### src/rtl/seq_gen_pkg.sv
// Shared types and default sizes for the serial pattern generator.
// Optional parity cycle is selected by defining SEQ_GEN_PARITY_EN.
package seq_gen_pkg;

    typedef enum logic [1:0] {
        IDLE = 2'd0,
        SEND = 2'd1,
        GAP  = 2'd2,
        DONE = 2'd3
    } seq_gen_state_t;

    localparam int SEQ_GEN_PAT_W_DEF = 8;
    localparam int SEQ_GEN_CNT_W_DEF = 4;

endpackage

### src/rtl/seq_gen_shifter.sv
// Left-aligned pattern shifter with a remaining-bit counter for seq_pattern_gen.
// With SEQ_GEN_PARITY_EN defined it also holds the even parity of the loaded bits.
module seq_gen_shifter
    import seq_gen_pkg::*;
#(
    parameter int PAT_W = SEQ_GEN_PAT_W_DEF,
    parameter int LEN_W = $clog2(PAT_W + 1)
) (
    input  logic             clk,
    input  logic             resetn,
    input  logic             i_load,
    input  logic             i_shift,
    input  logic [PAT_W-1:0] i_pattern,
    input  logic [LEN_W-1:0] i_len,
    output logic             o_msb_next,
`ifdef SEQ_GEN_PARITY_EN
    output logic             o_par_next,
`endif
    output logic             o_last
);

    localparam logic [LEN_W-1:0] PAT_W_L = LEN_W'(PAT_W);

    logic [PAT_W-1:0] r_shift;
    logic [LEN_W-1:0] r_bits;
    logic [LEN_W-1:0] w_sh_amt;
    logic [PAT_W-1:0] w_aligned;

    assign w_sh_amt  = PAT_W_L - i_len;
    assign w_aligned = i_pattern << w_sh_amt;

    // Registered outputs in the top need the MSB as it will be after this edge.
    assign o_msb_next = i_load  ? w_aligned[PAT_W-1] :
                        i_shift ? r_shift[PAT_W-2]   : r_shift[PAT_W-1];
    assign o_last     = (r_bits == LEN_W'(1));

    always_ff @(posedge clk or negedge resetn) begin
        if (!resetn) begin
            r_shift <= '0;
            r_bits  <= '0;
        end else if (i_load) begin
            r_shift <= w_aligned;
            r_bits  <= i_len;
        end else if (i_shift) begin
            r_shift <= {r_shift[PAT_W-2:0], 1'b0};
            r_bits  <= r_bits - LEN_W'(1);
        end
    end

`ifdef SEQ_GEN_PARITY_EN
    logic             r_par;
    logic [PAT_W-1:0] w_mask;
    logic             w_par_load;

    assign w_mask     = ~({PAT_W{1'b1}} << i_len);
    assign w_par_load = ^(i_pattern & w_mask);
    assign o_par_next = i_load ? w_par_load : r_par;

    always_ff @(posedge clk or negedge resetn) begin
        if (!resetn) begin
            r_par <= 1'b0;
        end else if (i_load) begin
            r_par <= w_par_load;
        end
    end
`endif

endmodule

### src/rtl/seq_pattern_gen.sv
// Serial bit-pattern transmitter: MSB-first frames on w with valid, repeats and gaps.
// Define SEQ_GEN_PARITY_EN to append an even-parity bit after every frame.
module seq_pattern_gen
    import seq_gen_pkg::*;
#(
    parameter int PAT_W = SEQ_GEN_PAT_W_DEF,
    parameter int CNT_W = SEQ_GEN_CNT_W_DEF,
    parameter int LEN_W = $clog2(PAT_W + 1)
) (
    input  logic             clk,
    input  logic             resetn,
    input  logic             start,
    input  logic [PAT_W-1:0] pattern,
    input  logic [LEN_W-1:0] len,
    input  logic [CNT_W-1:0] repeat_cnt,
    input  logic [CNT_W-1:0] gap,
    output logic             w,
    output logic             valid,
    output logic             busy,
    output logic             done
);

    localparam logic [LEN_W-1:0] PAT_W_L = LEN_W'(PAT_W);

    seq_gen_state_t   r_state;
    seq_gen_state_t   w_state_next;
    logic [PAT_W-1:0] r_pat;
    logic [LEN_W-1:0] r_len;
    logic [CNT_W-1:0] r_frames;
    logic [CNT_W-1:0] r_gap_cfg;
    logic [CNT_W-1:0] r_gap_cnt;
    logic             r_w;
    logic             r_valid;
    logic             r_busy;
    logic             r_done;

    logic [LEN_W-1:0] w_len_clamped;
    logic [PAT_W-1:0] w_sh_pat;
    logic [LEN_W-1:0] w_sh_len;
    logic             w_accept;
    logic             w_load;
    logic             w_shift;
    logic             w_frames_dec;
    logic             w_gap_load;
    logic             w_gap_dec;
    logic             w_frame_end;
    logic             w_last;
    logic             w_msb_next;
    logic             w_bit_next;

    assign w_len_clamped = (len > PAT_W_L) ? PAT_W_L : len;
    // The accept edge loads straight from the inputs; reloads use the latched copy.
    assign w_sh_pat      = w_accept ? pattern       : r_pat;
    assign w_sh_len      = w_accept ? w_len_clamped : r_len;

`ifdef SEQ_GEN_PARITY_EN
    logic r_par_phase;
    logic w_par_phase_next;
    logic w_par_next;

    assign w_frame_end = r_par_phase;
    assign w_bit_next  = w_par_phase_next ? w_par_next : w_msb_next;
`else
    assign w_frame_end = w_last;
    assign w_bit_next  = w_msb_next;
`endif

    seq_gen_shifter #(
        .PAT_W (PAT_W),
        .LEN_W (LEN_W)
    ) u_shifter (
        .clk        (clk),
        .resetn     (resetn),
        .i_load     (w_load),
        .i_shift    (w_shift),
        .i_pattern  (w_sh_pat),
        .i_len      (w_sh_len),
        .o_msb_next (w_msb_next),
`ifdef SEQ_GEN_PARITY_EN
        .o_par_next (w_par_next),
`endif
        .o_last     (w_last)
    );

    always_comb begin
        w_state_next = r_state;
        w_accept     = 1'b0;
        w_load       = 1'b0;
        w_shift      = 1'b0;
        w_frames_dec = 1'b0;
        w_gap_load   = 1'b0;
        w_gap_dec    = 1'b0;
`ifdef SEQ_GEN_PARITY_EN
        w_par_phase_next = r_par_phase;
`endif
        case (r_state)
            IDLE: begin
                if (start) begin
                    w_accept = 1'b1;
                    w_load   = 1'b1;
`ifdef SEQ_GEN_PARITY_EN
                    w_par_phase_next = 1'b0;
`endif
                    w_state_next = (w_len_clamped == '0) ? DONE : SEND;
                end
            end
            SEND: begin
                w_shift = 1'b1;
`ifdef SEQ_GEN_PARITY_EN
                if (r_par_phase) begin
                    w_shift = 1'b0;
                end else if (w_last) begin
                    w_par_phase_next = 1'b1;
                end
`endif
                if (w_frame_end) begin
`ifdef SEQ_GEN_PARITY_EN
                    w_par_phase_next = 1'b0;
`endif
                    if (r_frames != '0) begin
                        w_frames_dec = 1'b1;
                        if (r_gap_cfg != '0) begin
                            w_state_next = GAP;
                            w_gap_load   = 1'b1;
                        end else begin
                            w_load = 1'b1;
                        end
                    end else begin
                        w_state_next = DONE;
                    end
                end
            end
            GAP: begin
                if (r_gap_cnt == CNT_W'(1)) begin
                    w_load       = 1'b1;
                    w_state_next = SEND;
                end else begin
                    w_gap_dec = 1'b1;
                end
            end
            DONE: begin
                w_state_next = IDLE;
            end
            default: begin
                w_state_next = IDLE;
            end
        endcase
    end

    always_ff @(posedge clk or negedge resetn) begin
        if (!resetn) begin
            r_state   <= IDLE;
            r_pat     <= '0;
            r_len     <= '0;
            r_frames  <= '0;
            r_gap_cfg <= '0;
            r_gap_cnt <= '0;
        end else begin
            r_state <= w_state_next;
            if (w_accept) begin
                r_pat     <= pattern;
                r_len     <= w_len_clamped;
                r_frames  <= repeat_cnt;
                r_gap_cfg <= gap;
            end else if (w_frames_dec) begin
                r_frames <= r_frames - CNT_W'(1);
            end
            if (w_gap_load) begin
                r_gap_cnt <= r_gap_cfg;
            end else if (w_gap_dec) begin
                r_gap_cnt <= r_gap_cnt - CNT_W'(1);
            end
        end
    end

`ifdef SEQ_GEN_PARITY_EN
    always_ff @(posedge clk or negedge resetn) begin
        if (!resetn) begin
            r_par_phase <= 1'b0;
        end else begin
            r_par_phase <= w_par_phase_next;
        end
    end
`endif

    // Outputs are flops fed from next-state values so they line up with the state.
    always_ff @(posedge clk or negedge resetn) begin
        if (!resetn) begin
            r_w     <= 1'b0;
            r_valid <= 1'b0;
            r_busy  <= 1'b0;
            r_done  <= 1'b0;
        end else begin
            r_w     <= (w_state_next == SEND) & w_bit_next;
            r_valid <= (w_state_next == SEND);
            r_busy  <= (w_state_next != IDLE);
            r_done  <= (w_state_next == DONE);
        end
    end

    assign w     = r_w;
    assign valid = r_valid;
    assign busy  = r_busy;
    assign done  = r_done;

endmodule

### config.mk
export PLATFORM = sky130hd
export DESIGN_NAME = seq_pattern_gen
export DESIGN_NICKNAME = d
export VERILOG_FILES = /design/src/rtl/seq_gen_pkg.sv /design/src/rtl/seq_gen_shifter.sv /design/src/rtl/seq_pattern_gen.sv
export SDC_FILE = /design/constraint.sdc
export NUM_CORES = 1
export LEC_CHECK = 0
export ABC_AREA = 1
export BUFFER_PORTS_ARGS = -buffer_cell sky130_fd_sc_hd__buf_2
export CAP_MARGIN = 20
export CORE_MARGIN = 4
export CORE_UTILIZATION = 33
export DETAILED_ROUTE_END_ITERATION = 8
export GPL_TIMING_DRIVEN = 0
export PLACE_DENSITY = 0.5
export SYNTH_ARGS = -nofsm -noshare
export SYNTH_HDL_FRONTEND = slang
export SYNTH_SLANG_ARGS = --single-unit
### constraint.sdc
create_clock -name clk -period 2 [get_ports clk]
set_input_delay 0.1 -clock clk [delete_from_list [all_inputs] [get_ports clk]]
set_output_delay 0.1 -clock clk [all_outputs]
set_load 0.03 [all_outputs]
Word-level counts from Yosys, hierarchy flattened
Index checks and enable logic that the tools add are counted.
{"block": "classes", "addsub": 4, "n_lt_le_gt_ge": 1, "eq_ne": 7, "n_shift": 1, "muxes": 37, "bitwise_logic": 1, "reduce_logical": 8}
{"cell": "4-bit two-way mux", "n": 8}
{"cell": "8-bit two-way mux", "n": 3}
{"cell": "1-bit two-way mux", "n": 18}
{"cell": "2-bit two-way mux", "n": 6}
{"cell": "4-bit by 1-bit subtractor with 4-bit output (second input constant)", "n": 3}
{"cell": "4-bit by 1-bit equality test with 1-bit output (second input constant)", "n": 2}
{"cell": "2-bit case mux with 4 select lines", "n": 1}
{"cell": "2-bit nonzero test", "n": 4}
{"cell": "4-bit nonzero test", "n": 2}
{"cell": "8-bit by 4-bit << shifter with 8-bit output", "n": 1}
{"cell": "2-bit equality test (second input constant)", "n": 3}
{"cell": "2-bit by 1-bit equality test with 1-bit output (second input constant)", "n": 2}
{"cell": "4-bit greater-than comparator (second input constant)", "n": 1}
{"cell": "4-bit zero test", "n": 1}
{"cell": "4-bit subtractor (first input constant)", "n": 1}
{"cell": "1-bit case mux with 3 select lines", "n": 1}
{"cell": "2-bit zero test", "n": 1}
{"cell": "1-bit AND", "n": 1}
{"block": "totals", "ff_bits": 42, "inputBits": 23, "out_inout_bits": 4, "word_cells": 71}

Depth between registers and ports, before layout
Gate-level depths: netlist of run 1.
{"block": "depth", "ltp_word": 8, "ltp_mapped": 14, "ltp_nobuf": 13}

By module
From an unflattened synthesis of run 1, not the netlist that was laid out.
{"block": "hier_totals", "hier_cells": 325, "area_unflattened_um2": 2378.5}
{"module": "seq_pattern_gen", "n_inst": 1, "cells_each": 185, "area_each_um2": 1468.9, "seq_area_each_um2": 750.7}
{"module": "seq_gen_shifter", "n_inst": 1, "cells_each": 140, "area_each_um2": 909.6, "seq_area_each_um2": 300.3}

Worst setup path after synthesis of run 1
Ideal clock, no wire load.
{"block": "synth_path", "path_kind": "register -> register", "from": "register r_state[0]", "to": "register r_w (netlist: w)", "setup_time_ns": 0.077, "arrival_ns": 1.949, "required_time_ns": 1.923, "setup_slack_ns": -0.026, "path_stages_with_launch": 13, "path_buffers": 1, "synth_period_minus_slack_ns": 2.026, "path_cell_list": "dfrtp_1 nor2_4 nand4_2 nand2_1 inv_1 ha_1 clkbuf_1 inv_1 nand3_1 nand2_1 nand2_1 nand3_2 a21oi_1"}
{"block": "synth_between", "elab_chain_cells": 7, "elab_cells_between_ends": 21, "cone_classes": "1 x add/sub; 4 x eq/ne; 1 x shift; 13 x mux; 1 x bitwise; 1 x reduce/logical"}
{"element": "from (decl)", "line_no": "seq_pattern_gen.sv:25", "text": "seq_gen_state_t r_state;"}
{"element": "from (signal assigned)", "line_no": "seq_pattern_gen.sv:159", "text": "r_state <= w_state_next;"}
{"element": "2-bit zero test", "line_no": "seq_pattern_gen.sv:96", "text": "case (r_state)"}
{"element": "1-bit two-way mux", "line_no": "seq_pattern_gen.sv:96"}
{"element": "4-bit two-way mux"}
{"element": "4-bit subtractor", "line_no": "seq_gen_shifter.sv:29", "text": "assign w_sh_amt = PAT_W_L - i_len;"}
{"element": "8-bit by 4-bit << shifter with 8-bit output", "line_no": "seq_gen_shifter.sv:30", "text": "assign w_aligned = i_pattern << w_sh_amt;"}
{"element": "1-bit two-way mux", "line_no": "seq_gen_shifter.sv:33", "text": "assign o_msb_next = i_load ? w_aligned[PAT_W-1] :"}
{"element": "1-bit AND *", "line_no": "seq_pattern_gen.sv:194", "text": "r_w <= (w_state_next == SEND) & w_bit_next;"}
{"element": "to (signal assigned)", "line_no": "seq_pattern_gen.sv:194"}
{"element": "to (decl)", "line_no": "seq_pattern_gen.sv:32", "text": "logic r_w;"}
Mark *: on every way between the ends. The rest lies on a longest branch, timed or not.
A chain may end at the register's enable or synchronous reset.

Worst setup path after layout of run 1
{"block": "layout_path", "from": "register r_state[0]", "to": "register u_shifter.r_shift[6]"}
{"block": "layout_between", "elab_chain_cells": 6, "elab_cells_between_ends": 12, "cone_classes": "1 x add/sub; 2 x eq/ne; 1 x shift; 6 x mux; 2 x reduce/logical"}
{"element": "2-bit zero test", "line_no": "seq_pattern_gen.sv:96"}
{"element": "1-bit two-way mux", "line_no": "seq_pattern_gen.sv:96"}
{"element": "4-bit two-way mux"}
{"element": "named net u_shifter.i_len[1]", "line_no": "seq_gen_shifter.sv:14", "text": "input logic [LEN_W-1:0] i_len,"}
{"element": "4-bit subtractor", "line_no": "seq_gen_shifter.sv:29"}
{"element": "8-bit by 4-bit << shifter with 8-bit output", "line_no": "seq_gen_shifter.sv:30"}
{"element": "8-bit two-way mux", "line_no": "seq_gen_shifter.sv:41", "text": "end else if (i_load) begin"}
{"element": "to (signal assigned)", "line_no": "seq_gen_shifter.sv:42", "text": "r_shift <= w_aligned;"}
{"element": "to (signal assigned)", "line_no": "seq_gen_shifter.sv:45", "text": "r_shift <= {r_shift[PAT_W-2:0], 1'b0};"}
{"element": "to (decl)", "line_no": "seq_gen_shifter.sv:24", "text": "logic [PAT_W-1:0] r_shift;"}
The timed path passes the listed nets, and every way through them passes these cells.

==> results of run 1 <==
[kinds of logic after synthesis]
kind of cell / count (synthesis) / share of synthesized area, %
AO/OA/AOI/OAI: 44 / 9.88
AND/OR/NAND/NOR: 168 / 33.0
XOR/XNOR: 5 / 1.79
adder cells (fa/ha/maj): 6 / 3.07
buffers and inverters: 56 / 9.27
flip-flops: 42 / 43.0
[worst min path at each step]
| stage | start | endpoint | slack (ns) | depth (start not counted) |
|---|---|---|---|---|
| after floorplan | resetn | busy$_DFF_PN0_ | -0.20 | 0 |
| after global placement | gap[3] | r_gap_cfg[3]$_DFFE_PN0N_ | 0.30 | 3 |
| after detailed placement | resetn | r_gap_cfg[3]$_DFFE_PN0N_ | 0.31 | 1 |
| after CTS | gap[2] | r_gap_cfg[2]$_DFFE_PN0N_ | 0.002 | 3 |
| after global routing | gap[2] | r_gap_cfg[2]$_DFFE_PN0N_ | 0.02 | 3 |
| final | gap[3] | r_gap_cfg[3]$_DFFE_PN0N_ | 0.003 | 3 |
[metrics by stage]
stage | power [mW] | instance area (um2)
after detailed placement | 0.917 | 2700
after floorplan | 0.872 | 2440
after global placement | 0.916 | 2700
final | 1.43 | 3080
after global routing | 1.49 | 3080
after CTS | 1.45 | 2830
[cell usage after synthesis, drive strengths merged]
cell    instances
xor2            3
o311ai          1
clkbuf          4
o211ai          3
o21ai          27
xnor2           2
ha              6
a22oi           1
inv            46
buf             6
nand3b          7
nand3          44
nor2           22
a21oi           9
nand4           3
a31oi           3
nor3            1
nand2          90
dfrtp          42
or2             1
[tightest hold or removal path, stage by stage]
cell	delay, ns
buf_2	0.07
nand2_1	0.04
nand2_1	0.05
[flip-flops by register name, indices dropped and copies added, names as in the netlist]
register	cells
busy	1
done	1
r_frames	4
r_gap_cfg	4
r_gap_cnt	4
r_len	4
r_pat	8
r_state	2
u_shifter.r_bits	4
u_shifter.r_shift	8
valid	1
w	1
[metal layers]
metal	track usage, %	vias up	share of wire [%]
met1	17.1	1001	47
met4	3.25	0	1.1
li1	-	1118	-
met2	23.1	26	49
met3	3.85	6	3.2
met5	0	-	0
[power groups by stage]
| stage | logic [mW] | clock network, mW | registers, mW |
|---|---|---|---|
| finish | 0.0526 | 0.526 | 0.848 |
| global route | 0.0595 | 0.580 | 0.848 |
| CTS | 0.0544 | 0.545 | 0.848 |
| detailed placement | 0.0513 | 0 | 0.865 |
| global placement | 0.0511 | 0 | 0.865 |
| floorplan | 0.00694 | 0 | 0.866 |
[repair_timing]
| item | CTS | global route |
|---|---|---|
| resized for setup | 10 | 48 |
| hold endpoints to repair | 11 | 0 |
| pin swaps | 4 | 13 |
| hold buffers | 1 | 0 |
| endpoints found under the setup margin | 13 | 15 |
| setup buffers | 2 | 9 |
[area by class of cell]
type                       instances  area share, %
inverter                          46           6.18
timing repair buffer              38           7.35
buffer                             9           1.83
clock buffer                       7           2.48
tap                               99           4.02
multi-input combinational        223           44.0
sequential                        42           34.1
==> run metrics, run 1 <==
min-delay worst type input pin to flop; row cnt 31; Ports 27; Reg2Reg Launch Point r_state[0]$_DFF_PN0_; WS Path Type flop to flop; Crit-path slowest cell dfrtp_1; pin count of the biggest net entering global routing 43; crit path DAT 2.10 ns; critical-path cell list nor2_4 -> nand2_4 -> buf_8 -> nand2_4 -> nand2_8 -> inv_4 -> ha_4 -> nand3b_1 -> nand2_4 -> inv_8 -> nand3_2 -> nand3_2 -> a21oi_2; Core Footprint between 7000 and 8000 um2; sequential area share after synthesis 43.0%; Max Fanout on Critical Path 8; PwrDens 463 nW/um2; status complete, no violations; synthesis-stage register bit count 42; Placed Cells 446; Yosys warnings 0; Final Skew slightly below 0.006 ns; reg2reg setup slack 0.08 ns; post-route minimum period between 1.5 and 2 ns; Net Sw Frac 22.3%; dpl hpwl 4210 um; final weighted congestion in routability-driven placement 0.786; Peak VDD IR roughly 0.22 mV; Clock power frac 36.8%; setup ws final 0.0789 ns; initial antenna violation count 0; final-stage net count 394; Clock Pin Slew Worst Setup and Hold Paths 0.08 ns; clk buf depth 2; vias per std cell 4.64; Setup crit end u_shifter.r_shift[6]$_DFFE_PN0P_; Root Buffer clkbuf_8; commonest non-fill, non-tap cell in the layout nand2_1; commonest non-fill, non-tap cells in the layout 79 x nand2_1, 42 x dfrtp_1, 39 x inv_1; Cell Int Power 1.11 mW; Die Y 94.1 um; final hold violation count 0; Final Util between 40% and 50%; clock sinks 42; Setup crit start r_state[0]$_DFF_PN0_; delay-heaviest family, CP simple AND/OR/NAND/NOR gates; # diodes 0; CP Capture Type flop; synth-to-layout area growth 26.0%; Antenna Nets Post-Route 0; Initial Util 33.9%; crit path launch type flop; Worst path max stage delay 0.41 ns; final setup violation count 0; worst slew pin tran 0.958 ns; Unique masters post-synth 32; area of the multi-input gates between 1000 and 1500 um2; mapped cell area ~2400 um2; clock latency on the worst-skew pair approximately 0.29 ns; CP most frequent cell nand2_4; Avg WL per Cell between 10 and 15 um; Die Area 8850 um2; leading area contributor after synthesis dfrtp_1; H-tree lvl count 2; Syn Area/Cell 7.61 um2; DRT iter0 DRCs 93; slew margin rel. about 36%; Worst EP required approximately 2.2 ns; cells after synthesis 321; Non-Filler Instances 464; Logic pwr share 3.7%; Die X 94.1 um; Yosys top cell area share between 40% and 50%; worst r2r path cells 13; TritonCTS Buffers 5; port bufs 26; fill count a little under 800; Final period util 96.1%; DP Worst Slack -0.319 ns; RSZ-0062 raised after global routing true; sequential share of power 59.5%; Synth Net Count 350; Worst Path Buf+Inv 3; RR Endpoint u_shifter.r_shift[6]$_DFFE_PN0P_; Psw 0.318 mW; fmax 521 MHz; Slew Limit Fails 0; Detailed Route WL 5790 um; worst hold slack around 0.0030 ns; maxcap violations 0; total track usage 13.6%; first-pass GRT wire length between 9000 and 10000 um; Storage cell area 1050 um2; vias in the first global route 2009; DRT Pass-1 Iters 4; setup total negative slack 0 ns; synth top area cells dfrtp_1 43%, nand2_1 13%, nand3_1 8.8%, inv_1 6.6%, o21ai_0 4.9%; Levels on crit path 13; clock tree from TritonCTS done; vias 2151; Remaining DRCs 0; total gr overflow 0; share of layout cells above drive strength 1 26.3%; Pleak roughly 1.6 nW
No activity file was read; power rests on OpenSTA's default activity.
==> run 2, diff against run 1 <==
Settings changed: BUFFER_PORTS_ARGS -buffer_cell sky130_fd_sc_hd__buf_2 to -buffer_cell sky130_fd_sc_hd__buf_4, CAP_MARGIN 20 to unset.
==> run metrics, run 2 (synthesized netlist as in run 1, its figures left out) <==
reg2reg setup slack 0.09 ns (about the same); crit path DAT 2.13 ns (+0.03 ns); WHS Endpoint r_gap_cfg[0]$_DFFE_PN0N_; crit path launch type flop; dpl hpwl 4200 um (-0.24%); worst hold path cell count 3 (unchanged); # diodes 0 (unchanged); RSZ-0062 raised after global routing true; Root Buffer clkbuf_8; Final Skew 0.00792 ns (+0.00204 ns); TritonCTS Buffers 5 (unchanged); commonest non-fill, non-tap cell in the layout nand2_1; DP Worst Slack -0.337 ns (-0.0173 ns); commonest non-fill, non-tap cells in the layout 80 x nand2_1, 42 x dfrtp_1, 41 x buf_4; setup ws final 0.0880 ns (+0.00902 ns); Pleak 1.64 nW (+4.1%); port bufs 26 (unchanged); clk buf depth 2 (unchanged); Initial Util 33.9% (unchanged); largest registers r_pat: 8 flops, u_shifter.r_shift: 8 flops; DRT iter0 DRCs 67 (-28%); min-delay worst type input pin to flop; final instance area 3180 um2 (+3.2%); Worst path max stage delay 0.42 ns (about the same); Avg WL per Cell 12.1 um (-3.2%); share of layout cells above drive strength 1 25.1% (-1.2 points); H-tree lvl count 2 (unchanged); clock latency on the worst-skew pair 0.29 ns (about the same); Clock Pin Slew Worst Setup and Hold Paths 0.08 ns (about the same); first-pass GRT wire length 9660 um (+2.5%); DRT Pass-1 Iters 4 (unchanged); Final period util 95.6% (-0.45 points); pin count of the biggest net entering global routing 43 (unchanged); Ports 27 (unchanged); clock sinks 42 (unchanged); Worst Path Buf+Inv 3 (unchanged); Max Fanout on Critical Path 5 (-3); total gr overflow 0 (unchanged); final hold violation count 0 (unchanged); vias per std cell 4.64 (+0.15%); fmax 523 MHz (+0.47%); total track usage 13.8% (+0.20 points); Peak VDD IR 0.283 mV (+32%); WS Path Type flop to flop; cell area after placement 2760 um2 (+2.4%); RR Endpoint u_shifter.r_shift[4]$_DFFE_PN0P_; status complete, no violations; Slew Limit Fails 0 (unchanged); vias 2196 (+2.1%); Antenna Nets Post-Route 0 (unchanged); Core Footprint 7210 um2 (unchanged); Die Y 94.1 um (unchanged); worst r2r path cells 12 (-1); final setup violation count 0 (unchanged); Reg2Reg Launch Point r_state[0]$_DFF_PN0_; final weighted congestion in routability-driven placement 0.777 (-1.2%); CP Capture Type flop; Die Area 8850 um2 (unchanged); vias in the first global route 2102 (+4.6%); initial antenna violation count 0 (unchanged); Crit-path slowest cell dfrtp_1; Tot Pwr 1.58 mW (+11%); critical-path cell list nor2_4 -> buf_4 -> nand3_2 -> nand2_4 -> inv_4 -> ha_4 -> nand3b_1 -> nand2_2 -> inv_4 -> nand3_1 -> nand3_1 -> a21oi_2; clock tree from TritonCTS done; fill count 790 (+2.2%); final-stage net count 402 (+2.0%); post-route minimum period 1.91 ns (-0.00902 ns); Remaining DRCs 0 (unchanged); row cnt 31 (unchanged); worst slew pin tran 0.536 ns (-0.422 ns); maxcap violations 0 (unchanged); slew margin rel. 64.3% (+28 points); min-delay src gap[0]; Die X 94.1 um (unchanged); PwrDens 496 nW/um2 (+7.1%); delay-heaviest family, CP simple AND/OR/NAND/NOR gates; Detailed Route WL 5720 um (-1.3%); Worst EP required 2.22 ns (+0.04 ns); synth-to-layout area growth 30.1%
==> run 2: cell types whose count changed in the layout (fill, tap and decap cells not counted), moves of 3 or more <==
cell,delta
buf_4,+30
buf_2,-26
nand3_1,+7
nand3_2,-5
inv_4,+3
==> run 2: power by group <==
group          internal [mW]  switching, mW  total, mW
sequential             0.848              0      0.848
clock                  0.374          0.287      0.661
combinational         0.0345         0.0336     0.0681
==> run 2: routing by layer <==
metal / vias to the layer above / track usage, % / routed length [um]
met5: - / 0 / 0
met4: 0 / 3.97 / 69
met3: 7 / 2.56 / 175
met2: 29 / 23.7 / 2780
met1: 1025 / 17.7 / 2690
li1: 1135 / - / -
==> run 2: per-stage QoR <==
stage                     cells  hold WS [ns]  utilization, %  setup TNS, ns
final                       473        0.0305            44.1              0
after global routing        473        0.0376            44.1         -0.192
after CTS                   460        0.0293            41.0              0
after detailed placement    446         0.127            38.3          -2.16
after global placement      446         0.140            38.3          -2.06
after floorplan             321        -0.196               -              0
==> run 2: tightest hold or removal path: cells and delay by family <==
family / cells / cell delay [ns]
buffers and inverters: 1 / 0.08
AO/OA/AOI/OAI: 1 / 0.07
AND/OR/NAND/NOR: 1 / 0.04
==> run 2: how the worst max path moves through the flow <==
stage,cells past startpoint,from,to
2_1_floorplan,11,r_state[0]$_DFF_PN0_,w$_DFF_PN0_
3_3_place_gp,11,r_state[0]$_DFF_PN0_,w$_DFF_PN0_
3_5_place_dp,11,r_state[0]$_DFF_PN0_,w$_DFF_PN0_
4_1_cts,12,r_state[1]$_DFF_PN0_,u_shifter.r_shift[4]$_DFFE_PN0P_
5_1_grt,12,r_state[0]$_DFF_PN0_,u_shifter.r_shift[5]$_DFFE_PN0P_
6_report,12,r_state[0]$_DFF_PN0_,u_shifter.r_shift[4]$_DFFE_PN0P_
==> run 2: repair_timing <==
action	CTS	global route
hold buffers	3	0
setup buffers	4	13
pin swaps	3	11
resized for setup	9	36
cloned	0	0
endpoints found under the setup margin	13	15
hold endpoints to repair	44	0
==> run 2: layout make-up <==
type                    instances  area (um2)  share of cell area (%)
plain buffers                   9        60.1                    1.89
clock buffers                   7        76.3                    2.40
clock inverters                 1        30.0                   0.945
inverters                      46         185                    5.83
multi-input cells             223        1280                    40.2
flip-flops and latches         42        1050                    33.1
well taps                      99         124                    3.90
repair buffers                 46         373                    11.7
==> run 3, diff against run 2 <==
Settings changed: ABC_AREA 1 to unset.
==> run metrics, run 3 <==
leading area contributor after synthesis dfrtp_1; commonest non-fill, non-tap cells in the layout 58 x nand2_1, 51 x buf_4, 40 x dfrtp_1; synth top area cells dfrtp_1 43%, nand2_1 9.3%, mux2i_1 6.2%, mux2_2 4.2%, ha_1 3.1%; Ports 27 (unchanged); Adder-Cell Fraction of Synth Area 3.10% (+0.029 points); fmax 455 MHz (-13%); sequential area share after synthesis 43.4% (+0.40 points); Slew Limit Fails 0 (unchanged); main combinational cell family by area after synthesis simple AND/OR/NAND/NOR gates; cells after synthesis 260 (-19%); Final Skew 0.0111 ns (+0.00318 ns); Peak VDD IR 0.916 mV (+220%); clk buf depth 2 (unchanged); synth-to-layout area growth 42.0%; commonest non-fill, non-tap cell in the layout nand2_1; initial antenna violation count 0 (unchanged); post-route minimum period 2.20 ns (+0.288 ns); Reg2Reg Launch Point r_state[0]$_DFF_PN0_; top_reg_cell synth dfrtp_1; dpl hpwl 4280 um (+1.9%); RSZ-0062 raised after global routing true; worst hold path cell count 3 (unchanged); setup ws final -0.200 ns (-0.288 ns); TritonCTS Buffers 5 (unchanged); worst hold slack 0.00666 ns (-0.0239 ns); status finished, violations left; DRT Pass-1 Iters 4 (unchanged); row cnt 30 (-3.2%); post-synthesis compound-gate area fraction 12.6% (+2.7 points); Die Y 93.7 um (-0.42%); Yosys warnings 0 (unchanged); worst r2r path cells 6 (-6); Placed Cells 382 (-14%); Yosys top cell area share 43.4% (+0.40 points); Detailed Route WL 6340 um (+11%); final-stage net count 360 (-10%); min-delay worst type input pin to flop; mapped cell area 2420 um2 (-0.92%); Root Buffer clkbuf_8; Max Fanout on Critical Path 4 (-1); Initial Util 34.9% (+0.99 points); PwrDens 1790 nW/um2 (+260%); Antenna Nets Post-Route 0 (unchanged); Worst EP required 2.20 ns (-0.02 ns); # diodes 0 (unchanged); WHS Endpoint r_pat[4]$_DFF_PN0_; EDFF count, synth 0 (unchanged); Remaining DRCs 0 (unchanged); Syn Area/Cell 9.31 um2 (+22%); pin count of the biggest net entering global routing 43 (unchanged); Non-Filler Instances 428 (-9.5%); Unique masters post-synth 43 (+34%); Final Util 49.5% (+5.4 points); Avg WL per Cell 14.8 um (+22%); WS Path Type flop to flop; Pleak 1.59 nW (-3.0%); total gr overflow 0 (unchanged); DP Worst Slack -0.460 ns (-0.124 ns); worst slew pin tran 0.605 ns (+0.0688 ns); slew margin rel. 59.7% (-4.6 points); crit path DAT 2.40 ns (+0.27 ns); Final period util 110% (+14 points); vias 2074 (-5.6%); most numerous cell in the Yosys netlist nand2_1; total track usage 15.4% (+1.6 points); vias per std cell 4.85 (+4.4%); Tot Pwr 6.17 mW (+290%); vias in the first global route 2103 (+0.048%); mux contribution to synthesized area 12.5% (+13 points); synthesis-stage register bit count 42 (unchanged); Core Footprint 6940 um2 (-3.7%); final weighted congestion in routability-driven placement 0.807 (+3.9%); failing checks negative setup slack; area of the multi-input gates 1500 um2 (+17%); crit path launch type flop; Clock Pin Slew Worst Setup and Hold Paths 0.08 ns (about the same); share of layout cells above drive strength 1 36.4% (+11 points); post-synthesis simple-gate area fraction 20.0% (-13 points); port bufs 26 (unchanged); clock latency on the worst-skew pair 0.30 ns (about the same); Die Area 8770 um2 (-0.84%); CP Capture Type flop; clock tree from TritonCTS done; XOR/XNOR share of the synthesized area 4.24% (+2.4 points); RR Endpoint u_shifter.r_shift[4]$_DFFE_PN0P_; DRT iter0 DRCs 55 (-18%); Storage cell area 1050 um2 (+0.24%); maxcap violations 0 (unchanged); H-tree lvl count 2 (unchanged); min-delay src pattern[4]; final hold violation count 0 (unchanged); Die X 93.7 um (-0.42%); fill count 684 (-13%); Synth Net Count 289 (-17%); final setup violation count 8 (+8); reg2reg setup slack -0.20 ns (-0.29 ns); largest registers r_pat: 8 flops, u_shifter.r_shift: 8 flops; most frequent cells after synthesis 60 x nand2_1, 42 x dfrtp_1, 15 x mux2i_1; FFs w/ async S/R, synth 100% (unchanged); first-pass GRT wire length 10500 um (+8.9%); clock sinks 42 (unchanged)
[run 3: cell types whose count changed in the layout (fill, tap and decap cells not counted), sizes merged, moves of 4 or more]
cell,previous run,this run
nor3b,0,5
nand3,44,5
nand2,90,60
nor2,22,14
a221oi,0,4
nor2b,0,5
inv,46,14
mux2,0,10
mux2i,0,16
dlygate4sd3,3,11
o21ai,27,9
buf,49,59
nand3b,7,1
a21oi,9,14
[run 3: worst max-delay path, cell delays in order (launching register included)]
cell,delay (ns)
dfrtp_2,0.45
nor3b_4,0.33
mux2i_4,0.40
xor2_4,0.22
mux2_4,0.32
nand2b_4,0.14
a221oi_2,0.23
[run 3: repair_timing]
item	in CTS	in global routing
hold endpoints to repair	52	0
resized for setup	20	22
hold buffers	11	0
pin swaps	10	14
setup endpoints to repair	33	29
buffers inserted	16	11
[run 3: per-layer routing]
metal  routed length, um  global-route usage, %  vias up
met5                   0                      0        -
met4                  56                   2.89        0
met3                 191                   2.80        7
met2                3240                   26.3       28
met1                2860                   20.7     1001
li1                    -                      -     1038
[run 3: metrics by stage]
step | instance area, um2 | TNS [ns]
final | 3440 | -0.903
after CTS | 3250 | -0.913
after detailed placement | 2840 | -8.54
after global placement | 2840 | -8.16
after global routing | 3440 | -2.18
after floorplan | 2530 | -0.307
[run 3: power by group]
group / internal (mW) / total (mW) / switching, mW
Combinational: 2.02 / 3.99 / 1.97
Clock: 0.278 / 0.591 / 0.313
Sequential: 1.26 / 1.59 / 0.327
[run 3: cells by family after synthesis]
group                    after synthesis
AO/OA/AOI/OAI                         45
XOR/XNOR                              10
adder cells (fa/ha/maj)                6
buffers and inverters                 25
flip-flops                            42
multiplexers                          27
AND/OR/NAND/NOR                      105
[run 3: final cells by class]
| class | count | share of cell area (%) |
|---|---|---|
| clock inverter | 2 | 0.364 |
| multi-input combinational | 193 | 43.5 |
| sequential | 42 | 30.7 |
| tap | 96 | 3.49 |
| inverter | 14 | 1.67 |
| clock buffer | 6 | 2.40 |
| buffer | 11 | 2.62 |
| timing repair buffer | 64 | 15.3 |
[run 3: how the worst max path moves through the flow]
stage	endpoint	cells past startpoint	slack, ns	startpoint
finish	u_shifter.r_shift[4]$_DFFE_PN0P_	6	-0.20	r_state[0]$_DFF_PN0_
global route	w$_DFF_PN0_	8	-0.31	r_gap_cnt[1]$_DFFE_PN0P_
CTS	u_shifter.r_shift[4]$_DFFE_PN0P_	9	-0.21	r_state[1]$_DFF_PN0_
detailed placement	r_gap_cfg[2]$_DFFE_PN0N_	6	-0.46	r_state[0]$_DFF_PN0_
global placement	w$_DFF_PN0_	11	-0.47	r_state[0]$_DFF_PN0_
floorplan	u_shifter.r_shift[6]$_DFFE_PN0P_	6	-0.11	r_state[0]$_DFF_PN0_
